File: src/rtl/rf_pkg.sv
// rtl/rf_pkg.sv - shared defaults and types for the multi-port register file
package rf_pkg;

  localparam int DW_DEF = 32;
  localparam int AW_DEF = 5;
  localparam int NR_DEF = 2;
  localparam int NW_DEF = 2;
  localparam int PW_DEF = 2;

  // Register 0 is hard-wired: reads 0, never written, never reserved
  localparam int ZERO_REG = 0;

  typedef logic [PW_DEF-1:0] pend_cnt_t;

endpackage

File: src/rtl/rf_pend_ctr.sv
// rtl/rf_pend_ctr.sv - saturating up/down pending-write counter for one register
module rf_pend_ctr
  import rf_pkg::*;
#(
  parameter int PW = PW_DEF
) (
  input  logic          clk,
  input  logic          clear,
  input  logic          inc,
  input  logic          dec,
  output logic [PW-1:0] cnt,
  output logic          sat
);

  logic do_inc;
  logic do_dec;

  // A full counter refuses new reservations; an empty one ignores unreserved writes
  assign sat    = &cnt;
  assign do_inc = inc && !sat;
  assign do_dec = dec && (cnt != '0);

  // Simultaneous reserve and release cancel out
  always_ff @(posedge clk) begin
    if (clear) begin
      cnt <= '0;
    end else if (do_inc && !do_dec) begin
      cnt <= cnt + 1'b1;
    end else if (do_dec && !do_inc) begin
      cnt <= cnt - 1'b1;
    end
  end

endmodule

File: src/rtl/rf_multiport.sv
// rtl/rf_multiport.sv - multi-port register file with pending-write scoreboard (optional RF_BYPASS_EN)
module rf_multiport
  import rf_pkg::*;
#(
  parameter int DW = DW_DEF,
  parameter int AW = AW_DEF,
  parameter int NR = NR_DEF,
  parameter int NW = NW_DEF,
  parameter int PW = PW_DEF
) (
  input  logic            clk,
  input  logic            rst,
  input  logic [NR*AW-1:0] ra,
  output logic [NR*DW-1:0] rd,
  output logic [NR-1:0]    rbusy,
  input  logic [NW-1:0]    we,
  input  logic [NW*AW-1:0] wa,
  input  logic [NW*DW-1:0] wd,
  input  logic             rsv,
  input  logic [AW-1:0]    rsv_a,
  output logic             rsv_rdy
);

  localparam int DEPTH = 1 << AW;

  logic [DW-1:0] mem  [DEPTH];
  logic [DW-1:0] wsel [DEPTH];
  logic [PW-1:0] cnt  [DEPTH];
  logic [DEPTH-1:0] hit;
  logic [DEPTH-1:0] sat;

  assign hit[0]  = 1'b0;
  assign wsel[0] = '0;
  assign cnt[0]  = '0;
  assign sat[0]  = 1'b0;

  // Per-register write decode: a priority chain where the highest port index wins
  for (genvar r = 1; r < DEPTH; r++) begin : g_reg
    logic [NW:0]   h;
    logic [DW-1:0] d [NW+1];

    assign h[0] = 1'b0;
    assign d[0] = '0;

    for (genvar j = 0; j < NW; j++) begin : g_wp
      logic m;
      assign m      = we[j] && (wa[j*AW +: AW] == AW'(r));
      assign h[j+1] = h[j] | m;
      assign d[j+1] = m ? wd[j*DW +: DW] : d[j];
    end

    assign hit[r]  = h[NW];
    assign wsel[r] = d[NW];

    rf_pend_ctr #(.PW(PW)) u_ctr (
      .clk  (clk),
      .clear(rst),
      .inc  (rsv && (rsv_a == AW'(r))),
      .dec  (hit[r]),
      .cnt  (cnt[r]),
      .sat  (sat[r])
    );
  end

  // Reservation acceptance depends only on the addressed counter, not on rsv itself
  assign rsv_rdy = (rsv_a == AW'(ZERO_REG)) || !sat[rsv_a];

  // Storage update; entry 0 never has a hit, so it stays at its reset value of 0
  always_ff @(posedge clk) begin
    if (rst) begin
      for (int r = 0; r < DEPTH; r++) mem[r] <= '0;
    end else begin
      for (int r = 0; r < DEPTH; r++) begin
        if (hit[r]) mem[r] <= wsel[r];
      end
    end
  end

  // Read ports: stored data, optionally forwarded from this cycle's winning write
  for (genvar i = 0; i < NR; i++) begin : g_rd
    logic [AW-1:0] a;
    assign a = ra[i*AW +: AW];
`ifdef RF_BYPASS_EN
    assign rd[i*DW +: DW] = hit[a] ? wsel[a] : mem[a];
    assign rbusy[i]       = (cnt[a] != '0) && !((cnt[a] == PW'(1)) && hit[a]);
`else
    assign rd[i*DW +: DW] = mem[a];
    assign rbusy[i]       = (cnt[a] != '0);
`endif
  end

endmodule

File: config.mk
export PLATFORM = sky130hd
export DESIGN_NAME = rf_multiport
export DESIGN_NICKNAME = d
export VERILOG_FILES = /design/src/rtl/rf_pkg.sv /design/src/rtl/rf_pend_ctr.sv /design/src/rtl/rf_multiport.sv
export SDC_FILE = /design/constraint.sdc
export NUM_CORES = 2
export LEC_CHECK = 0
export ABC_AREA = 1
export BUFFER_PORTS_ARGS = -buffer_cell sky130_fd_sc_hd__buf_4
export CORE_ASPECT_RATIO = 1.2
export CORE_MARGIN = 2
export CORE_UTILIZATION = 45
export CTS_CLUSTER_SIZE = 16
export DETAILED_ROUTE_END_ITERATION = 8
export GPL_TIMING_DRIVEN = 1
export HOLD_SLACK_MARGIN = 0.08
export MAX_ROUTING_LAYER = met4
export PLACE_DENSITY = 0.59
export SLEW_MARGIN = 25
export SYNTH_ARGS = -nofsm -noshare
export SYNTH_HDL_FRONTEND = slang
export SYNTH_SLANG_ARGS = --single-unit
File: constraint.sdc
create_clock -name clk -period 2.87 [get_ports clk]
set_input_delay 0.4305 -clock clk [delete_from_list [all_inputs] [get_ports clk]]
set_output_delay 0.4305 -clock clk [all_outputs]
set_load 0.02 [all_outputs]
==> out/results.ini <==
[clock_tree]
clk_pin_slew_ns = 0.06
insertion_delay_ns = 0.76
cts-root-buf = clkbuf_16
clockBufferDepth = 3
cts_setup_buffers = 0
htree_num_levels = 3
cts_num_sinks = 1054
cts_buffers = 120
cts_tree = yes

[grt]
antenna_found_initial = 18
grt_max_degree = 177
grt_pass1_wl_um = 445000
grt_util_all_layers_pct = 40.1
grt_overflow = 0
grt_pass1_vias = 64800

[die]
fp-row-count = 157
die_w_um = 361
die_h_um = 433
die-area_um2 = 156000
start_util_pct = 45.2
ios = 161
coreArea_um2 = 152000

[worst_setup_path]
critical-path-top-delay-family = simple AND/OR/NAND/NOR gates
critical_path_depth = 7
setup.worst_path.class = flop to output pin
crit_arrival_ns = 2.45
rr_worst_depth = 8
start_kind = flop
crit_path_top_delay_cell = edfxtp_1
crit_required_ns = 2.44
end_kind = output pin
path_cells = o21ai_0, o21ai_0, nand2_1, nand3_1, nand3_1, nand2_1, buf_4
path_max_fanout = 2
cpPeakStageDelay_ns = 0.35
path_buf_inv = 1

[sta]
max_freq_ghz = 0.348
period_needed_ns = 2.88
fin_ws_ns = -0.00727
setup_viol = 2
tightest_slew_ns = 1.02
fin_crit_sh_pct = 100
maxSlewViolCount = 0
final_hold_viol_count = 0
slew_headroom_pct = 32.2
setup_tns_ns = -0.00816
fin_skew_ns = 0.0110

[placement]
port_buffers = 160
gp_congestion = 0.980
post-place-cells = 10600
dp_slack_ns = 0.0823
dpl.hpwl_um = 191000

[layout]
regArea_um2 = 31000
multi_input_area_um2 = 32200
final_common_cell = nand2_1
fillCellCount = 14300
final_cells = 10800
final_util_pct = 50.8
final_cell_mix = nand2_1, nor2_1, o21ai_0
final_layout_size_suffix_gt1_share_pct = 10.5
area_growth_pct = 12.4
final_nets = 8848

[route]
avgRoutedWirePerCell_um = 29.0
wl_met1_um = 115000
via_per_inst = 6.50
dr_wl_met2_um = 139000
met3_length_um = 39000
top_layer = met4
via_count = 70300
ant_nets = 0
drtIter0Drc = 10600
drc = 0
wirelength_um = 314000
drt_pass1_iterations = 8

[min_path]
min_path_cells = 3
hp-class = input port to flop

[synth]
synth-seq-cells = 1054
syn_avg_cell_area_um2 = 7.64
yosysWarnings = 0
syn_area_um2 = 68900
synth_edf_count = 992
ys_seq_area_share_pct = 45.1
synth_cell_types = 32
netlist_instances = 9014
synth-main-ff-cell = edfxtp_1
postSynth.asyncResetShare_pct = 0
syn_nets = 9139

[pwr]
cellLeakagePower_nw = 28.7
powerDensity_nw_per_um2 = 520
peakVddDrop_mv = 0.512

[run]
max_cap_violations = 0

[run_status]
status = finished, violations left
failed_checks = negative setup slack

[state kept, by name (all words and copies together), names as in the netlist]
name	flops
g.u_ctr.cnt	62
mem	992
[metrics by stage]
step / area (um2) / hold WS [ns] / power, W
after global routing: 77400 / 0.136 / 0.0412
after global placement: 73500 / 0.476 / 0.0249
after detailed placement: 73500 / 0.486 / 0.0250
after CTS: 77200 / 0.0804 / 0.0399
final: 77400 / 0.111 / 0.0402
after floorplan: 68900 / 0.459 / 0.0219
[worst register-to-register path, cell delays in order (launching register included)]
cell	delay (ns)
dfxtp_1	0.34
inv_1	0.09
o21ai_0	0.28
nor2_1	0.07
ha_1	0.31
a21oi_1	0.13
o21ai_0	0.13
o21ai_0	0.20
a21oi_1	0.07
[synth_stat cells (all sizes together) (3+ instances only)]
cell type,instances,area [um2]
a211oi,664,5010
a21oi,906,4530
buf,407,1910
clkbuf,517,1940
clkinv,33,124
dfxtp,62,1240
edfxtp,992,29800
ha,31,388
inv,556,2090
nand2,1757,6610
nand3,493,2470
nand3b,5,37.5
nand4,125,782
nor2,1029,3920
nor3,8,77.6
o211ai,246,1850
o21ai,1043,5220
o22ai,3,18.8
or2,135,845
[power breakdown]
group | internal, W | total (W) | switching, W
sequential | 0.0177 | 0.0181 | 0.000372
clock | 0.00839 | 0.0153 | 0.00689
combinational | 0.00188 | 0.00686 | 0.00498
[logic make-up after synthesis]
kind of cell | synth area share, %
and+or+nand+nor | 21.4
AOI/OAI and AO/OA | 24.2
buffers and inverters | 8.80
DFF | 45.1
adders and majority gates | 0.563
[area by class of cell]
| cell class | instances | area share [%] |
|---|---|---|
| well taps | 1987 | 3.21 |
| clock inverters | 62 | 0.652 |
| clock buffers | 150 | 4.11 |
| inverters | 589 | 2.89 |
| repair buffers | 511 | 7.35 |
| flip-flops and latches | 1054 | 40.1 |
| multi-input cells | 6447 | 41.6 |
| diodes | 17 | 0.0550 |
[layer usage]
layer | up-vias | global-route usage [%]
li1 | 30800 | -
met3 | 1235 | 8.13
met1 | 33100 | 49.9
met2 | 5172 | 60.5
met4 | 0 | 23.8
met5 | - | -
[path summary, 6_finish.rpt]
| check | startpoint | endpoint | slack (ns) |
|---|---|---|---|
| hold reg to reg | g_reg[30].u_ctr.cnt[1]$_SDFFE_PP0P_ | g_reg[30].u_ctr.cnt[1]$_SDFFE_PP0P_ | 0.50 |
| setup reg to reg | g_reg[25].u_ctr.cnt[0]$_SDFFE_PP0P_ | g_reg[25].u_ctr.cnt[1]$_SDFFE_PP0P_ | 1.12 |
| hold / removal | wd[0] | mem[26][0]$_SDFFCE_PP0P_ | 0.11 |
| setup / recovery | mem[6][16]$_SDFFCE_PN0P_ | rd[48] | -0.007 |
[what timing repair did]
item	4_1_cts	5_1_grt
cloned	0	0
resized for setup	6	23
endpoints found under the setup margin	5	20
hold endpoints to repair	0	0
hold buffers	0	0
pin swaps	0	1
(Power assumes the default switching activity.)
